## src/rtl/wb_stage_if.sv

```systemverilog
`default_nettype none
// ============================================================================
// Module      : wb_stage_if
// Description : Bundles the WB-stage buses: the MEM->WB pipeline handshake,
//               the long-latency unit valid/ready channel, the register-file
//               write port, the decode forwarding bus and the FIFO busy flag.
// Revision    : 1.0 - initial release
// ----------------------------------------------------------------------------
// Modports:
//   master : environment side (MEM stage, long-latency unit, register file,
//            decode stage) - drives ms_* / lu_*, observes everything else.
//   slave  : wb_stage side - consumes ms_* / lu_*, drives allowin, lu_ready,
//            rf_*, ws_fwd_* and lq_busy.
// Optional macro WB_DEBUG_TRACE_EN adds the debug_wb_* trace signals.
// ============================================================================
interface wb_stage_if;
  // MEM -> WB pipeline handshake
  logic        ms_to_ws_valid;
  logic        ws_allowin;
  logic [31:0] ms_pc;
  logic        ms_gr_we;
  logic [4:0]  ms_dest;
  logic [31:0] ms_result;
  // Long-latency unit channel
  logic        lu_valid;
  logic        lu_ready;
  logic [4:0]  lu_dest;
  logic [31:0] lu_result;
  // Register file write port
  logic        rf_we;
  logic [4:0]  rf_waddr;
  logic [31:0] rf_wdata;
  // Forwarding bus and decode interlock
  logic        ws_fwd_valid;
  logic [4:0]  ws_fwd_dest;
  logic [31:0] ws_fwd_data;
  logic        lq_busy;
`ifdef WB_DEBUG_TRACE_EN
  logic [31:0] debug_wb_pc;
  logic [3:0]  debug_wb_rf_wen;
  logic [4:0]  debug_wb_rf_wnum;
  logic [31:0] debug_wb_rf_wdata;
`endif

  modport master (
    output ms_to_ws_valid, ms_pc, ms_gr_we, ms_dest, ms_result,
    output lu_valid, lu_dest, lu_result,
    input  ws_allowin, lu_ready,
    input  rf_we, rf_waddr, rf_wdata,
    input  ws_fwd_valid, ws_fwd_dest, ws_fwd_data, lq_busy
`ifdef WB_DEBUG_TRACE_EN
    ,
    input  debug_wb_pc, debug_wb_rf_wen, debug_wb_rf_wnum, debug_wb_rf_wdata
`endif
  );

  modport slave (
    input  ms_to_ws_valid, ms_pc, ms_gr_we, ms_dest, ms_result,
    input  lu_valid, lu_dest, lu_result,
    output ws_allowin, lu_ready,
    output rf_we, rf_waddr, rf_wdata,
    output ws_fwd_valid, ws_fwd_dest, ws_fwd_data, lq_busy
`ifdef WB_DEBUG_TRACE_EN
    ,
    output debug_wb_pc, debug_wb_rf_wen, debug_wb_rf_wnum, debug_wb_rf_wdata
`endif
  );
endinterface
`default_nettype wire

```

## src/rtl/wb_stage.sv

```systemverilog
`default_nettype none
// ============================================================================
// Module      : wb_stage
// Description : MIPS write-back stage. Sole owner of the register-file write
//               port. Merges in-order MEM-stage results (valid/allowin) with
//               out-of-band long-latency results buffered in a small FIFO
//               (valid/ready), and mirrors the write port onto the decode
//               forwarding bus.
// Revision    : 1.0 - initial release
// ----------------------------------------------------------------------------
// Ports:
//   clk    : core clock, all state on rising edge
//   resetn : asynchronous active-low reset
//   bus    : wb_stage_if.slave
//            in  ms_to_ws_valid, ms_pc, ms_gr_we, ms_dest, ms_result
//            out ws_allowin
//            in  lu_valid, lu_dest, lu_result ; out lu_ready
//            out rf_we, rf_waddr, rf_wdata
//            out ws_fwd_valid, ws_fwd_dest, ws_fwd_data, lq_busy
// Parameters:
//   LQ_DEPTH : long-latency FIFO entries (power of two, >= 2)
//   LQ_AW    : FIFO pointer width, log2(LQ_DEPTH)
// Optional macro WB_DEBUG_TRACE_EN: adds debug_wb_pc, debug_wb_rf_wen,
//   debug_wb_rf_wnum, debug_wb_rf_wdata on the interface.
// ============================================================================
module wb_stage #(
  parameter int LQ_DEPTH = 2,
  parameter int LQ_AW    = 1
) (
  input  wire logic  clk,
  input  wire logic  resetn,
  wb_stage_if.slave  bus
);

  localparam logic [LQ_AW:0]   CNT_FULL = LQ_DEPTH[LQ_AW:0];
  localparam logic [LQ_AW:0]   CNT_ONE  = 1;
  localparam logic [LQ_AW-1:0] PTR_ONE  = 1;

  // WB pipeline register
  logic        ws_valid;
  logic [31:0] ws_pc;
  logic        ws_gr_we;
  logic [4:0]  ws_dest;
  logic [31:0] ws_result;

  // Long-latency FIFO
  logic [4:0]       lq_dest [LQ_DEPTH];
  logic [31:0]      lq_data [LQ_DEPTH];
  logic [LQ_AW-1:0] rd_ptr;
  logic [LQ_AW-1:0] wr_ptr;
  logic [LQ_AW:0]   count;

  logic        lq_full;
  logic        lq_empty;
  logic [4:0]  head_dest;
  logic [31:0] head_data;
  logic        push;
  logic        pop;

  logic        ws_wr;
  logic        ws_ready_go;
  logic        allowin;
  logic        wr_en;
  logic        wr_from_pipe;
  logic [4:0]  wr_addr;
  logic [31:0] wr_data;

  assign lq_full   = (count == CNT_FULL);
  assign lq_empty  = (count == '0);
  assign head_dest = lq_dest[rd_ptr];
  assign head_data = lq_data[rd_ptr];
  assign push      = bus.lu_valid & ~lq_full;

  // r0 is hard-wired zero, so a pipeline result targeting it is never written.
  assign ws_wr   = ws_valid & ws_gr_we & (ws_dest != 5'd0);
  assign allowin = ~ws_valid | ws_ready_go;

  // Write-port arbitration. The pipeline normally wins, but once the FIFO is
  // full its head takes the port and the WB instruction stalls one cycle, so
  // a steady pipeline write stream cannot starve the long-latency unit.
  // Address/data are forced to zero whenever nothing is written.
  always_comb begin
    pop          = 1'b0;
    ws_ready_go  = 1'b1;
    wr_en        = 1'b0;
    wr_from_pipe = 1'b0;
    wr_addr      = 5'd0;
    wr_data      = 32'd0;
    if (lq_full && ws_wr) begin
      pop         = 1'b1;
      ws_ready_go = 1'b0;
      if (head_dest != 5'd0) begin
        wr_en   = 1'b1;
        wr_addr = head_dest;
        wr_data = head_data;
      end
    end else if (ws_wr) begin
      wr_en        = 1'b1;
      wr_from_pipe = 1'b1;
      wr_addr      = ws_dest;
      wr_data      = ws_result;
    end else if (!lq_empty) begin
      // Entries aimed at r0 still drain, they just produce no write.
      pop = 1'b1;
      if (head_dest != 5'd0) begin
        wr_en   = 1'b1;
        wr_addr = head_dest;
        wr_data = head_data;
      end
    end
  end

  // Pipeline register
  always_ff @(posedge clk or negedge resetn) begin
    if (!resetn) begin
      ws_valid  <= 1'b0;
      ws_pc     <= 32'd0;
      ws_gr_we  <= 1'b0;
      ws_dest   <= 5'd0;
      ws_result <= 32'd0;
    end else begin
      if (allowin) begin
        ws_valid <= bus.ms_to_ws_valid;
      end
      if (bus.ms_to_ws_valid && allowin) begin
        ws_pc     <= bus.ms_pc;
        ws_gr_we  <= bus.ms_gr_we;
        ws_dest   <= bus.ms_dest;
        ws_result <= bus.ms_result;
      end
    end
  end

  // FIFO storage needs no reset: an entry is only read while count covers it.
  always_ff @(posedge clk) begin
    if (push) begin
      lq_dest[wr_ptr] <= bus.lu_dest;
      lq_data[wr_ptr] <= bus.lu_result;
    end
  end

  // FIFO pointers wrap naturally because LQ_DEPTH is a power of two.
  always_ff @(posedge clk or negedge resetn) begin
    if (!resetn) begin
      rd_ptr <= '0;
      wr_ptr <= '0;
      count  <= '0;
    end else begin
      if (push) begin
        wr_ptr <= wr_ptr + PTR_ONE;
      end
      if (pop) begin
        rd_ptr <= rd_ptr + PTR_ONE;
      end
      case ({push, pop})
        2'b10:   count <= count + CNT_ONE;
        2'b01:   count <= count - CNT_ONE;
        default: count <= count;
      endcase
    end
  end

  // Outputs are combinational from state, so rf_we drops as soon as resetn
  // clears ws_valid and count.
  assign bus.ws_allowin   = allowin;
  assign bus.lu_ready     = ~lq_full;
  assign bus.lq_busy      = ~lq_empty;
  assign bus.rf_we        = wr_en;
  assign bus.rf_waddr     = wr_addr;
  assign bus.rf_wdata     = wr_data;
  assign bus.ws_fwd_valid = wr_en;
  assign bus.ws_fwd_dest  = wr_addr;
  assign bus.ws_fwd_data  = wr_data;

`ifdef WB_DEBUG_TRACE_EN
  // FIFO writes have no meaningful PC, so they are tagged with all-ones.
  assign bus.debug_wb_pc       = !wr_en       ? 32'd0 :
                                 wr_from_pipe ? ws_pc : 32'hFFFF_FFFF;
  assign bus.debug_wb_rf_wen   = {4{wr_en}};
  assign bus.debug_wb_rf_wnum  = wr_addr;
  assign bus.debug_wb_rf_wdata = wr_data;
`else
  // The latched PC is only observable through the debug trace.
  logic unused_pc;
  assign unused_pc = ^{ws_pc, wr_from_pipe};
`endif

endmodule
`default_nettype wire

```

## src/flat_wrapper.sv

```systemverilog
// flat-port wrapper written by rule: the top's interface ports become plain ports
module wb_stage_flat 
#(
  parameter int LQ_DEPTH = 2,
  parameter int LQ_AW    = 1
)
  (clk, resetn, bus_ms_to_ws_valid, bus_ms_pc, bus_ms_gr_we, bus_ms_dest, bus_ms_result, bus_lu_valid, bus_lu_dest, bus_lu_result, bus_ws_allowin, bus_lu_ready, bus_rf_we, bus_rf_waddr, bus_rf_wdata, bus_ws_fwd_valid, bus_ws_fwd_dest, bus_ws_fwd_data, bus_lq_busy);
  wb_stage_if bus_i ();
  input  wire logic clk;
  input  wire logic resetn;
  input wire logic [$bits(bus_i.ms_to_ws_valid)-1:0] bus_ms_to_ws_valid;
  input wire logic [$bits(bus_i.ms_pc)-1:0] bus_ms_pc;
  input wire logic [$bits(bus_i.ms_gr_we)-1:0] bus_ms_gr_we;
  input wire logic [$bits(bus_i.ms_dest)-1:0] bus_ms_dest;
  input wire logic [$bits(bus_i.ms_result)-1:0] bus_ms_result;
  input wire logic [$bits(bus_i.lu_valid)-1:0] bus_lu_valid;
  input wire logic [$bits(bus_i.lu_dest)-1:0] bus_lu_dest;
  input wire logic [$bits(bus_i.lu_result)-1:0] bus_lu_result;
  output wire logic [$bits(bus_i.ws_allowin)-1:0] bus_ws_allowin;
  output wire logic [$bits(bus_i.lu_ready)-1:0] bus_lu_ready;
  output wire logic [$bits(bus_i.rf_we)-1:0] bus_rf_we;
  output wire logic [$bits(bus_i.rf_waddr)-1:0] bus_rf_waddr;
  output wire logic [$bits(bus_i.rf_wdata)-1:0] bus_rf_wdata;
  output wire logic [$bits(bus_i.ws_fwd_valid)-1:0] bus_ws_fwd_valid;
  output wire logic [$bits(bus_i.ws_fwd_dest)-1:0] bus_ws_fwd_dest;
  output wire logic [$bits(bus_i.ws_fwd_data)-1:0] bus_ws_fwd_data;
  output wire logic [$bits(bus_i.lq_busy)-1:0] bus_lq_busy;
  assign bus_i.ms_to_ws_valid = bus_ms_to_ws_valid;
  assign bus_i.ms_pc = bus_ms_pc;
  assign bus_i.ms_gr_we = bus_ms_gr_we;
  assign bus_i.ms_dest = bus_ms_dest;
  assign bus_i.ms_result = bus_ms_result;
  assign bus_i.lu_valid = bus_lu_valid;
  assign bus_i.lu_dest = bus_lu_dest;
  assign bus_i.lu_result = bus_lu_result;
  assign bus_ws_allowin = bus_i.ws_allowin;
  assign bus_lu_ready = bus_i.lu_ready;
  assign bus_rf_we = bus_i.rf_we;
  assign bus_rf_waddr = bus_i.rf_waddr;
  assign bus_rf_wdata = bus_i.rf_wdata;
  assign bus_ws_fwd_valid = bus_i.ws_fwd_valid;
  assign bus_ws_fwd_dest = bus_i.ws_fwd_dest;
  assign bus_ws_fwd_data = bus_i.ws_fwd_data;
  assign bus_lq_busy = bus_i.lq_busy;
  wb_stage #(.LQ_DEPTH(LQ_DEPTH), .LQ_AW(LQ_AW)) u_core (.clk(clk), .resetn(resetn), .bus(bus_i));
endmodule
```

## config.mk

```make
export PLATFORM = sky130hd
export DESIGN_NAME = wb_stage_flat
export DESIGN_NICKNAME = d
export VERILOG_FILES = /design/src/rtl/wb_stage_if.sv /design/src/rtl/wb_stage.sv /design/src/flat_wrapper.sv
export SDC_FILE = /design/constraint.sdc
export NUM_CORES = 1
export LEC_CHECK = 0
export ABC_AREA = 1
export BUFFER_PORTS_ARGS = -buffer_cell sky130_fd_sc_hd__buf_2
export CAP_MARGIN = 20
export CORE_AREA = 2 2 107 109
export DETAILED_ROUTE_END_ITERATION = 8
export DIE_AREA = 0 0 109 111
export HOLD_SLACK_MARGIN = 0.12
export PLACE_DENSITY_LB_ADDON = 0.3
export REMOVE_ABC_BUFFERS = 1
export SLEW_MARGIN = 10
export SYNTH_ARGS = -nofsm -noshare
export SYNTH_HDL_FRONTEND = slang
export SYNTH_SLANG_ARGS = --single-unit
```

## constraint.sdc

```tcl
create_clock -name clk -period 3.03 [get_ports clk]
set_clock_uncertainty 0.05 [all_clocks]
set_input_delay 0.606 -clock clk [delete_from_list [all_inputs] [get_ports clk]]
set_output_delay 0.606 -clock clk [all_outputs]
set_load 0.02 [all_outputs]
```

=== After elaboration in Yosys (flattened, before gate mapping) ===
Memories as Yosys holds them, arrays and structs flattened.
Index checks and enable logic that the tools add are counted.

* Flip-flop bits (word level): 43
* Bits in writable memories: 74
* Input port bits: 111
* Memories: 2

* Add/sub/neg operators: 4
* Multiplexer cells: 19
* Bitwise operators: 7
* Reductions and logical operators: 6
* Eq/ne operators: 3

{| class="wikitable"
|+ Memory list
! memory !! depth !! bits a word !! read ports !! clocked after memory_dff !! wr ports !! line !! source
|-
| u_core.lq_data || 2 || 32 || 1 || 0 || 1 || wb_stage.sv:48 || <nowiki>logic [31:0] lq_data [LQ_DEPTH];</nowiki>
|-
| u_core.lq_dest || 2 || 5 || 1 || 0 || 1 || wb_stage.sv:47 || <nowiki>logic [4:0] lq_dest [LQ_DEPTH];</nowiki>
|}

{| class="wikitable"
|+ Operators by type and width
! kind !! number
|-
| $mux W32 || 4
|-
| $mux W5 || 4
|-
| $mux W1 || 10
|-
| $reduce_bool A5 Y1 || 2
|-
| $eq A2 B2 Y1 const B || 2
|-
| $pmux W2 S2 || 1
|-
| $and A1 B1 Y1 || 3
|-
| $not A1 Y1 || 3
|-
| $add A1 B1 Y1 const B || 2
|-
| $add A2 B1 Y2 const B || 1
|-
| $eq A2 B1 Y1 const B || 1
|-
| $logic_and A1 B1 Y1 || 2
|-
| $logic_not A2 Y1 || 1
|-
| $reduce_bool A2 Y1 || 1
|-
| $sub A2 B1 Y2 const B || 1
|-
| $or A1 B1 Y1 || 1
|}

=== Depth between registers and ports, before layout ===
Gate-level depths: netlist (run 1).

* Word-level depth: 6
* Gate-level depth with buffers: 10
* Gate-level depth less buffers: 9

=== Worst setup path after synthesis (run 1) ===
No wires, ideal clock.

* Path kind: flip-flop to flip-flop
* Start: register u_core.count[1]
* End: memory u_core.lq_data[1][0], enable pin
* Cell stages (with the launch flop): 6
* Setup time: 0.433 ns
* Setup slack: 0.110 ns
* Clock period less this slack: 2.920 ns
* Arrival time: 2.437 ns
* Path through: dfrtp_1 -> inv_1 -> nor2_4 -> inv_1 -> nand2_1 -> nor2_1

* Word-level cells in the longest chain between the ends: 5

{| class="wikitable"
|+ RTL lines
! element !! line !! source
|-
| start, declared || wb_stage.sv:51 || <nowiki>logic [LQ_AW:0] count;</nowiki>
|-
| start signal, assigned || wb_stage.sv:156 || <nowiki>2'b10: count <= count + CNT_ONE;</nowiki>
|-
| start signal, assigned || wb_stage.sv:157 || <nowiki>2'b01: count <= count - CNT_ONE;</nowiki>
|-
| start signal, assigned || wb_stage.sv:158 || <nowiki>default: count <= count;</nowiki>
|-
| $eq A2 B2 Y1 || wb_stage.sv:68 || <nowiki>assign lq_full = (count == CNT_FULL);</nowiki>
|-
| $not A1 Y1 || -- ||
|-
| named net bus_lu_ready || flat_wrapper.sv:20 || <nowiki>output wire logic [$bits(bus_i.lu_ready)-1:0] bus_lu_ready;</nowiki>
|-
| $and A1 B1 Y1 || wb_stage.sv:72 || <nowiki>assign push = bus.lu_valid & ~lq_full;</nowiki>
|-
| $mux W1 || wb_stage.sv:136 || <nowiki>if (push) begin</nowiki>
|-
| $mux W1 (implied by the code) || wb_stage.sv:138 || <nowiki>lq_data[wr_ptr] <= bus.lu_result;</nowiki>
|-
| end, declared || wb_stage.sv:48 ||
|}

The timed path passes the listed nets, and every way through them passes these cells.

=== Final worst setup path (run 1) ===
* Start: register u_core.rd_ptr
* End: output bus_ws_fwd_valid

* Word-level cells in the longest chain between the ends: 6

{| class="wikitable"
|+ RTL lines
! element !! line !! source
|-
| start, declared || wb_stage.sv:49 || <nowiki>logic [LQ_AW-1:0] rd_ptr;</nowiki>
|-
| start signal, assigned || wb_stage.sv:153 || <nowiki>rd_ptr <= rd_ptr + PTR_ONE;</nowiki>
|-
| $mem_v2 Z2 W5 * || -- ||
|-
| $reduce_bool A5 Y1 * || wb_stage.sv:92, wb_stage.sv:105 ||
|-
| $mux W1 * || wb_stage.sv:92, wb_stage.sv:105 ||
|-
| $mux W1 || wb_stage.sv:102 || <nowiki>end else if (!lq_empty) begin</nowiki>
|-
| $mux W1 || wb_stage.sv:97 || <nowiki>end else if (ws_wr) begin</nowiki>
|-
| $mux W1 * || wb_stage.sv:89 || <nowiki>if (lq_full && ws_wr) begin</nowiki>
|-
| end, declared || flat_wrapper.sv:24 || <nowiki>output wire logic [$bits(bus_i.ws_fwd_valid)-1:0] bus_ws_fwd_valid;</nowiki>
|}

Every way passes the cells marked *; elsewhere a longest branch is shown, timed or not.

==> impl_summary.log, run 1 <==
INFO  metric overflow = 0
INFO  metric timing_max_transition_violations_final = 0
INFO  metric total_standard_cell_area_after_synthesis = between 5000 and 6000 um^2
INFO  metric die_footprint = about 12000 um^2
INFO  metric worst_setup_path_end_kind = primary output
INFO  metric floorplan.initialDensity = 48.8%
INFO  metric min_path_type = input pin to async pin
INFO  metric ys_top_cells_by_area = edfxtp_1 (41%), dfrtp_1 (20%), nand2_1 (18%), buf_4 (5.7%), nand4_1 (3.7%)
INFO  metric critPathMostFrequentCell = nand2_1
INFO  metric critical_path.n_buffers_inverters = 2
INFO  metric first_pass_iters = 5
INFO  metric finalCritPeriodShare = 92.7%
INFO  metric ant_nets = 0
INFO  metric floorplan_die_height = 111 um
INFO  metric fillerInstances = 916
INFO  metric crit_family = simple AND/OR/NAND/NOR gates
INFO  metric crit_chain = buf_4, nand2_1, nand2_1, nor2_4, nand3_4, nand2_1, o21ai_0, buf_2
INFO  metric power_leakage = 3.30 nW
INFO  metric outcome = completed
INFO  metric drc = 0
INFO  metric period_needed = about 2.8 ns
INFO  metric nets = 788
INFO  metric grt_antenna_before_repair = 0
INFO  metric first_iter_violations = 209
INFO  metric leading_cell_type_in_the_layout_fill_and_taps_excluded = nand2_1
INFO  metric root_buffer = clkbuf_16
INFO  metric avg_synthesized_cell_area = 9.70 um^2
INFO  metric h-tree-depth = 4
INFO  metric largest_net_degree_at_the_start_of_global_routing = 44
INFO  metric yosys.cell_types.count = 27
INFO  metric synth_sequential_area_ratio = 61.1%
INFO  metric worst-r2r-cell-count = 8
INFO  metric port_buffers = 157
INFO  metric vdd.ir_drop.worst = 638 uV
INFO  metric clock.fmax = 0.356 GHz
INFO  metric ctsLongestPathBuffers = 2
INFO  metric cp_data_required_time = 2.37 ns
INFO  metric synth-warning-count = 0
INFO  metric synth_top_area_share = between 40% and 50%
INFO  metric total_stage_count_of_the_critical_path = 8
INFO  metric clock-sinks = 117
INFO  metric areaGrowthSynthToFinish = 24.2%
INFO  metric synth-seq-cells = approximately 120
INFO  metric ioPinCount = 190
INFO  metric ff2ff_setup_slack = 0.87 ns
INFO  metric wl = 12.8 mm
INFO  metric multi_input_comb_area = 1630 um^2
INFO  metric first_global_vias = 4146
INFO  metric post-cts-setup-buffer-count = 0
INFO  metric floorplan.core_area = about 11000 um^2
INFO  metric clock_insertion_delay_worst_skew = 0.41 ns
INFO  metric sequential_cell_area = 3300 um^2
INFO  metric cellPowerDensity = 1170 nW/um^2
INFO  metric wire_per_inst = 15.4 um
INFO  metric floorplan.die.width = 109 um
INFO  metric antenna_cells = 0
INFO  metric fin_setup_tns = 0 ns
INFO  metric rows = 39
INFO  metric route.vias.total = 4160
INFO  metric rsz_0062_raised_after_global_routing = false
INFO  metric route.detailed.vias_per_inst = 5.00
INFO  metric tritoncts = built
INFO  metric cts_hold_buf = 0
INFO  metric final_layout_size_suffix_gt1_share = 31.3%
INFO  metric cp-start-kind = flop
INFO  metric pre_cts_slack = 0.536 ns
INFO  metric cp_slowest_cell = dfrtp_1
INFO  metric routabilityCongestion = 0.748
INFO  metric crit_arrival = between 2 and 2.5 ns
INFO  metric hpwl = 7.91 mm
INFO  metric crit_path_class = flop to primary output
INFO  metric hold_slack = 0.116 ns
INFO  metric setup_violations = 0
INFO  metric max_slew_margin = 46.4%
INFO  metric clk_pin_slew_worst_setup_hold_paths = approximately 0.050 ns
INFO  metric yosys.area.top_type = edfxtp_1
INFO  metric cts_buffers = 17
INFO  metric fin_ws = around 0.22 ns
INFO  metric cpPeakStageDelay = ~0.42 ns
INFO  metric most-common-layout-cells = nand2_1 (266), buf_2 (157), edfxtp_1 (74)
INFO  metric crit_path_max_fanout = 17
INFO  metric synthCells = between 500 and 600
INFO  metric drv_cap = 0
INFO  metric track_usage = 22.7%
INFO  metric tightestPinTransition = about 0.8 ns
INFO  metric global_route_wire_length_before_repair = 20.5 mm
INFO  metric finalHoldViolations = 0
INFO  metric ctsResizeCount = 0
[sequential cells by signal, indices dropped and copies added, names as in the netlist]
signal / cells
u_core.ws_dest: 5
u_core.lq_dest: 10
u_core.rd_ptr: 1
u_core.ws_gr_we: 1
u_core.lq_data: 64
u_core.ws_valid: 1
u_core.count: 2
u_core.ws_result: 32
u_core.wr_ptr: 1
[through the flow]
step | cell area (um^2) | utilization (%) | total power (W) | instances
6_report | 6710 | 60.6 | 0.00783 | 832
3_3_place_gp | 5990 | 54.1 | 0.00556 | 798
3_5_place_dp | 5990 | 54.1 | 0.00561 | 798
5_1_grt | 6710 | 60.6 | 0.00829 | 832
4_1_cts | 6660 | 60.1 | 0.00785 | 830
2_1_floorplan | 4910 | - | 0.00437 | 487
[power breakdown]
group | internal [W] | switching (W)
combinational | 0.00101 | 0.00238
sequential | 0.00209 | 0.000131
clock | 0.00152 | 0.000694
[cell usage after synthesis (all sizes together)]
library cell  instances
clkbuf                2
nand3b                1
nand4                32
or2                   1
edfxtp               74
inv                   6
clkinv                1
ha                    1
nor2                 10
nand3                41
xor2                  2
buf                  68
nand2               268
a21oi                 2
dfrtp                43
xnor2                 1
o21ai                 4
[layout make-up]
cell class	instances	share of cell area, %
clock buffers	20	6.96
clock inverters	12	2.98
inverters	7	0.392
multi-input cells	364	24.2
flip-flops and latches	117	49.2
well taps	143	2.67
repair buffers	169	13.6
[per-layer routing]
layer | up-vias | wire length [um] | GRT usage [%]
met2 | 138 | 6420 | 37.2
li1 | 2051 | - | -
met3 | 18 | 683 | 5.88
met4 | 0 | 234 | 8.46
met5 | - | 0 | 0
met1 | 1953 | 5470 | 28.6
[worst paths after layout]
path / from / to
setup / recovery: u_core.rd_ptr$_DFFE_PN0P_ / bus_ws_fwd_valid
hold / removal: resetn / u_core.ws_dest[2]$_DFFE_PN0P_
setup reg to reg: u_core.count[0]$_DFFE_PN0P_ / u_core.count[1]$_DFFE_PN0P_
hold reg to reg: u_core.ws_result[23]$_DFFE_PN0P_ / u_core.ws_result[23]$_DFFE_PN0P_
max in group asynchronous: resetn / u_core.count[1]$_DFFE_PN0P_
min in group clk: bus_lu_dest[4] / u_core.lq_dest[1][4]$_DFFE_PP_
[cell families (layout without fill, tap and decap cells)]
group | after synthesis | after routing | share of synthesized area (%)
xor+xnor | 3 | 3 | 0.487
fa+ha+maj | 1 | 1 | 0.232
buf+inv | 77 | 208 | 9.62
simple gates | 353 | 354 | 28.0
compound gates | 6 | 6 | 0.626
flops | 117 | 117 | 61.1
Note: power is estimated with default switching activity, not from simulation.
==> run 2: changes to the inputs <==
Settings changed: CORE_AREA 2 2 107 109 to 2 2 138 140, DIE_AREA 0 0 109 111 to 0 0 140 142.
==> impl_summary.log, run 2 (synthesized netlist as in run 1, its figures left out) <==
INFO  metric first_global_vias = about 3900
INFO  metric drv_cap = 0
INFO  metric first_pass_iters = 9
INFO  metric tightestPinTransition = 0.753 ns
INFO  metric route.vias.total = 4037
INFO  metric cp-start-kind = flop
INFO  metric power_frac_clock = 25.2%
INFO  metric fin_ws = 0.145 ns
INFO  metric power_leakage = 3.30 nW
INFO  metric vdd.ir_drop.worst = 441 uV
INFO  metric routabilityCongestion = 0.699
INFO  metric global_route_wire_length_before_repair = 21.4 mm
INFO  metric h-tree-depth = 4
INFO  metric clock.fmax = 0.347 GHz
INFO  metric port_buffers = 157
INFO  metric clock-sinks = 117
INFO  metric tritoncts = built
INFO  metric nets = 794
INFO  metric worst_setup_path_end_kind = primary output
INFO  metric post_dp_cell_area = 6180 um^2
INFO  metric floorplan.core_area = around 18000 um^2
INFO  metric finalInstanceArea = 6790 um^2
INFO  metric reg2reg_to = u_core.count[1]$_DFFE_PN0P_
INFO  metric first_iter_violations = about 250
INFO  metric critPathMostFrequentCell = nand2_1
INFO  metric largest_net_degree_at_the_start_of_global_routing = 39
INFO  metric floorplan.initialDensity = 29.3%
INFO  metric failed_checks = DRC
INFO  metric p_switching = 0.00322 W
INFO  metric finalCritPeriodShare = a little over nine tenths
INFO  metric hpwl = 9.35 mm
INFO  metric ioPinCount = 190
INFO  metric grt_antenna_before_repair = 0
INFO  metric wl = 14.2 mm
INFO  metric crit_path_class = flop to primary output
INFO  metric clock_insertion_delay_worst_skew = 0.41 ns
INFO  metric critical_path.n_buffers_inverters = 2
INFO  metric power.share.switching = 42.4%
INFO  metric finalHoldViolations = 0
INFO  metric max_slew_margin = 49.8%
INFO  metric layout_top_registers = u_core.lq_data: 64 flops, u_core.ws_result: 32 flops, u_core.lq_dest: 10 flops
INFO  metric crit_arrival = roughly 2.2 ns
INFO  metric pre_cts_slack = 0.440 ns
INFO  metric cp_slowest_cell = dfrtp_2
INFO  metric fillerInstances = about 1900
INFO  metric ff2ff_setup_slack = 0.99 ns
INFO  metric power.internal = 0.00438 W
INFO  metric total_stage_count_of_the_critical_path = 8
INFO  metric crit_chain = buf_4, nand2_1, nand2_1, nor2_2, nand3_4, nand4_1, nand2_1, buf_2
INFO  metric setup_violations = 0
INFO  metric pwr-share-seq = between 20% and 30%
INFO  metric min_path_type = input pin to async pin
INFO  metric period_needed = slightly below 3 ns
INFO  metric most-common-layout-cells = nand2_1 (266), buf_2 (157), edfxtp_1 (74)
INFO  metric hold_slack = 0.221 ns
INFO  metric cp_data_required_time = 2.37 ns
INFO  metric floorplan_die_height = approximately 140 um
INFO  metric overflow = 0
INFO  metric antenna_cells = 0
INFO  metric areaGrowthSynthToFinish = 25.7%
INFO  metric floorplan.die.width = 140 um
INFO  metric largest_reg_flops = 64
INFO  metric final_layout_size_suffix_gt1_share = between 30% and 40%
INFO  metric wire_per_inst = 15.3 um
INFO  metric outcome = complete, but fails checks
INFO  metric fin_setup_tns = 0 ns
INFO  metric track_usage = 14.3%
INFO  metric clk_pin_slew_worst_setup_hold_paths = approximately 0.050 ns
INFO  metric die_footprint = 19900 um^2
INFO  metric cellPowerDensity = 1120 nW/um^2
INFO  metric power.combinational.fraction = a little under half
INFO  metric timing_max_transition_violations_final = 0
INFO  metric rsz_0062_raised_after_global_routing = false
INFO  metric ant_nets = 0
INFO  metric crit_path_max_fanout = 20
INFO  metric worst-r2r-cell-count = 9
INFO  metric total_power = 0.00760 W
INFO  metric largest_register = u_core.lq_data
INFO  metric route.detailed.vias_per_inst = around 4.3
INFO  metric rows = 50
INFO  metric r2r-start = u_core.count[0]$_DFFE_PN0P_
INFO  metric root_buffer = clkbuf_16
INFO  metric ctsLongestPathBuffers = 2
INFO  metric drc = 10
INFO  metric leading_cell_type_in_the_layout_fill_and_taps_excluded = nand2_1
INFO  metric cpPeakStageDelay = roughly 0.43 ns
INFO  metric cts_buffers = 17
INFO  metric crit_family = simple AND/OR/NAND/NOR gates
==> run 2: changes by cell type in the layout (fill, tap and decap cells not counted), sizes merged <==
cell / change
clkinv: +2
bufinv: -3
clkinvlp: -1
clkbuf: +2
buf: +6
==> run 2: area by class of cell <==
| class | count | area, um^2 | area share, % |
|---|---|---|---|
| multi-input combinational | 364 | 1620 | 23.9 |
| inverter | 7 | 28.8 | 0.424 |
| tap | 234 | 293 | 4.31 |
| clock buffer | 22 | 464 | 6.84 |
| sequential | 117 | 3300 | 48.6 |
| timing repair buffer | 175 | 978 | 14.4 |
| clock inverter | 10 | 105 | 1.55 |
==> run 2: worst register-to-register path, stage by stage (launching register included) <==
cell and delay, ns:
dfrtp_1 0.46, nor2_1 0.15, clkinv_1 0.08, buf_4 0.21, nand2_1 0.16, inv_2 0.09, ha_1 0.33, a21oi_1 0.11
o21ai_0 0.11, xor2_1 0.16
==> run 2: per-layer routing <==
metal / vias to the layer above / track usage [%] / share of wire, %
met5: - / 0 / 0
met4: 0 / 3.99 / 0.88
met3: 10 / 4.24 / 5.4
met2: 110 / 22.9 / 46
met1: 1862 / 19.0 / 47
li1: 2055 / - / -
==> run 2: worst max path at each step <==
stage                              start             endpoint  slack, ns
6_report       u_core.rd_ptr$_DFFE_PN0P_     bus_rf_wdata[11]       0.14
5_1_grt        u_core.rd_ptr$_DFFE_PN0P_  bus_ws_fwd_data[13]      0.003
4_1_cts        u_core.rd_ptr$_DFFE_PN0P_      bus_rf_wdata[9]       0.02
3_5_place_dp   u_core.rd_ptr$_DFFE_PN0P_      bus_rf_wdata[9]       0.44
3_3_place_gp   u_core.rd_ptr$_DFFE_PN0P_     bus_rf_wdata[26]       0.43
2_1_floorplan  u_core.rd_ptr$_DFFE_PN0P_            bus_rf_we      0.001
==> run 2: timing repair <==
action | CTS | global route
gates cloned | 0 | 1
gates resized for setup | 1 | 1
endpoints found under the setup margin | 2 | 66
hold buffers | 0 | 0
pin swaps | 0 | 1
setup buffers | 0 | 1
==> run 2: power by group through the flow <==
stage	sequential, W	combinational [W]	clock (W)
6_report	0.00221	0.00348	0.00191
5_1_grt	0.00224	0.00384	0.00203
4_1_cts	0.00221	0.00349	0.00196
3_5_place_dp	0.00223	0.00348	0
3_3_place_gp	0.00222	0.00347	0
2_1_floorplan	0.00226	0.00211	0
==> run 2: stage by stage <==
stage / cells / util [%]
after floorplan: 487 / -
after global placement: 894 / 33.3
after detailed placement: 895 / 33.5
after CTS: 927 / 36.6
after global routing: 929 / 36.8
final: 929 / 36.8
==> run 3: changes to the inputs <==
Clock period 3.03 ns to 3.4 ns, I/O delays scaled along.
==> impl_summary.log, run 3 (synthesized netlist as in run 1, its figures left out) <==
INFO  metric port_buffers = 157
INFO  metric drv_cap = 0
INFO  metric final_layout_size_suffix_gt1_share = 30.1%
INFO  metric clock.fmax = 0.322 GHz
INFO  metric grt_use_met3 = roughly 3.8%
INFO  metric floorplan.initialDensity = 29.3%
INFO  metric period_needed = 3.11 ns
INFO  metric cp_slowest_cell = dfrtp_2
INFO  metric most-common-layout-cells = nand2_1 (266), buf_2 (157), edfxtp_1 (74)
INFO  metric nets = 787
INFO  metric cts_buffers = 17
INFO  metric die_footprint = 19900 um^2
INFO  metric finalCritPeriodShare = 91.4%
INFO  metric hpwl = 8.68 mm
INFO  metric floorplan.core_area = 18500 um^2
INFO  metric overflow = 0
INFO  metric tritoncts = built
INFO  metric globalRouteMet1Util = a little under a fifth
INFO  metric power_leakage = 3.22 nW
INFO  metric cpPeakStageDelay = around 0.40 ns
INFO  metric finalInstanceArea = 6610 um^2
INFO  metric min_path_type = input pin to async pin
INFO  metric post_dp_cell_area = 6090 um^2
INFO  metric cts_hold_buf = 0
INFO  metric post-cts-setup-buffer-count = 0
INFO  metric root_buffer = clkbuf_16
INFO  metric wire_per_inst = 15.1 um
INFO  metric crit_arrival = around 2.4 ns
INFO  metric max_slew_margin = just under 60%
INFO  metric clock-sinks = 117
INFO  metric crit_path_max_fanout = 37
INFO  metric first_iter_violations = approximately 210
INFO  metric crit_path_class = flop to primary output
INFO  metric clk_pin_slew_worst_setup_hold_paths = 0.05 ns
INFO  metric floorplan.die.width = 140 um
INFO  metric cp_data_required_time = 2.67 ns
INFO  metric ant_nets = 0
INFO  metric crit_chain = buf_4, or2_1, o21ai_2, nand3_4, nand4_1, nand2_1, buf_2
INFO  metric fin_setup_tns = 0 ns
INFO  metric areaGrowthSynthToFinish = 22.4%
INFO  metric antenna_cells = 0
INFO  metric ctsLongestPathBuffers = 2
INFO  metric routabilityCongestion = ~0.69
INFO  metric dpl.cell_count = 889
INFO  metric vdd.ir_drop.worst = ~370 uV
INFO  metric grt.met2_usage = a little under a quarter
INFO  metric cellPowerDensity = around 980 nW/um^2
INFO  metric wl = 13.9 mm
INFO  metric rsz_0062_raised_after_global_routing = false
INFO  metric h-tree-depth = 4
INFO  metric outcome = complete, but fails checks
INFO  metric cp-start-kind = flop
INFO  metric clock_insertion_delay_worst_skew = slightly above 0.4 ns
INFO  metric largest_net_degree_at_the_start_of_global_routing = 44
INFO  metric drc = 10
INFO  metric setup_violations = 0
INFO  metric leading_cell_type_in_the_layout_fill_and_taps_excluded = nand2_1
INFO  metric first_pass_iters = 6
INFO  metric finalHoldViolations = 0
INFO  metric first_global_vias = 3846
INFO  metric floorplan_die_height = 142 um
INFO  metric ioPinCount = 190
INFO  metric tightestPinTransition = 0.611 ns
INFO  metric route.vias.total = 4061
INFO  metric largest_reg_flops = 64
INFO  metric global_route_wire_length_before_repair = 21.3 mm
INFO  metric track_usage = between 10% and 20%
INFO  metric stdcell_count = 922
INFO  metric worst_setup_path_end_kind = primary output
INFO  metric busiest_layer = met2
INFO  metric ctsResizeCount = 0
INFO  metric grt_antenna_before_repair = 1
INFO  metric layout_top_registers = u_core.lq_data: 64 flops, u_core.ws_result: 32 flops, u_core.lq_dest: 10 flops
INFO  metric failed_checks = DRC
INFO  metric route.detailed.vias_per_inst = ~4.4
INFO  metric timing_max_transition_violations_final = 0
INFO  metric rows = 50
INFO  metric finish.utilization = 35.8%
INFO  metric largest_register = u_core.lq_data
run 3: critical path: cells and delay by family, from the launching register on:
family                 cells  cell delay, ns
and+or+nand+nor            4            1.02
buffers and inverters      2            0.44
DFF                        1            0.40
AOI/OAI and AO/OA          1            0.09
run 3: layout make-up:
cell class	count	area (um^2)
Fill cell	1871	11800
Sequential cell	117	3300
Multi-Input combinational cell	363	1600
Timing Repair Buffer	169	888
Clock buffer	25	465
Tap cell	234	293
Clock inverter	7	32.5
Inverter	7	26.3
run 3: per-layer routing:
metal  share of wire (%)  vias to the layer above
li1                    -                     2038
met1                  45                     1871
met5               0.050                        -
met2                  47                      132
met4                 1.5                        2
met3                 6.3                       18
run 3: final timing paths:
check	startpoint	cells past startpoint	to	slack [ns]
min reg2reg	u_core.ws_result[14]$_DFFE_PN0P_	2	u_core.ws_result[14]$_DFFE_PN0P_	0.42
max in group asynchronous	resetn	2	u_core.ws_result[16]$_DFFE_PN0P_	2.59
min	resetn	1	u_core.ws_dest[1]$_DFFE_PN0P_	0.17
min in group clk	bus_lu_result[13]	1	u_core.lq_data[0][13]$_DFFE_PP_	0.40
max	u_core.rd_ptr$_DFFE_PN0P_	7	bus_rf_wdata[5]	0.29
max reg2reg	u_core.count[0]$_DFFE_PN0P_	6	u_core.ws_result[24]$_DFFE_PN0P_	1.06
run 3: per-stage QoR:
stage / hold WS [ns] / setup WS [ns] / total power [W]
after floorplan: 0.334 / 0.297 / 0.00389
after global placement: 0.403 / 0.692 / 0.00501
after detailed placement: 0.409 / 0.686 / 0.00503
after CTS: 0.384 / 0.230 / 0.00658
after global routing: 0.193 / 0.0932 / 0.00693
final: 0.174 / 0.293 / 0.00649
run 3: report_power, final:
| group | total, W | internal, W | switching, W |
|---|---|---|---|
| clock | 0.00152 | 0.000935 | 0.000586 |
| combinational | 0.00301 | 0.000881 | 0.00212 |
| sequential | 0.00197 | 0.00186 | 0.000106 |
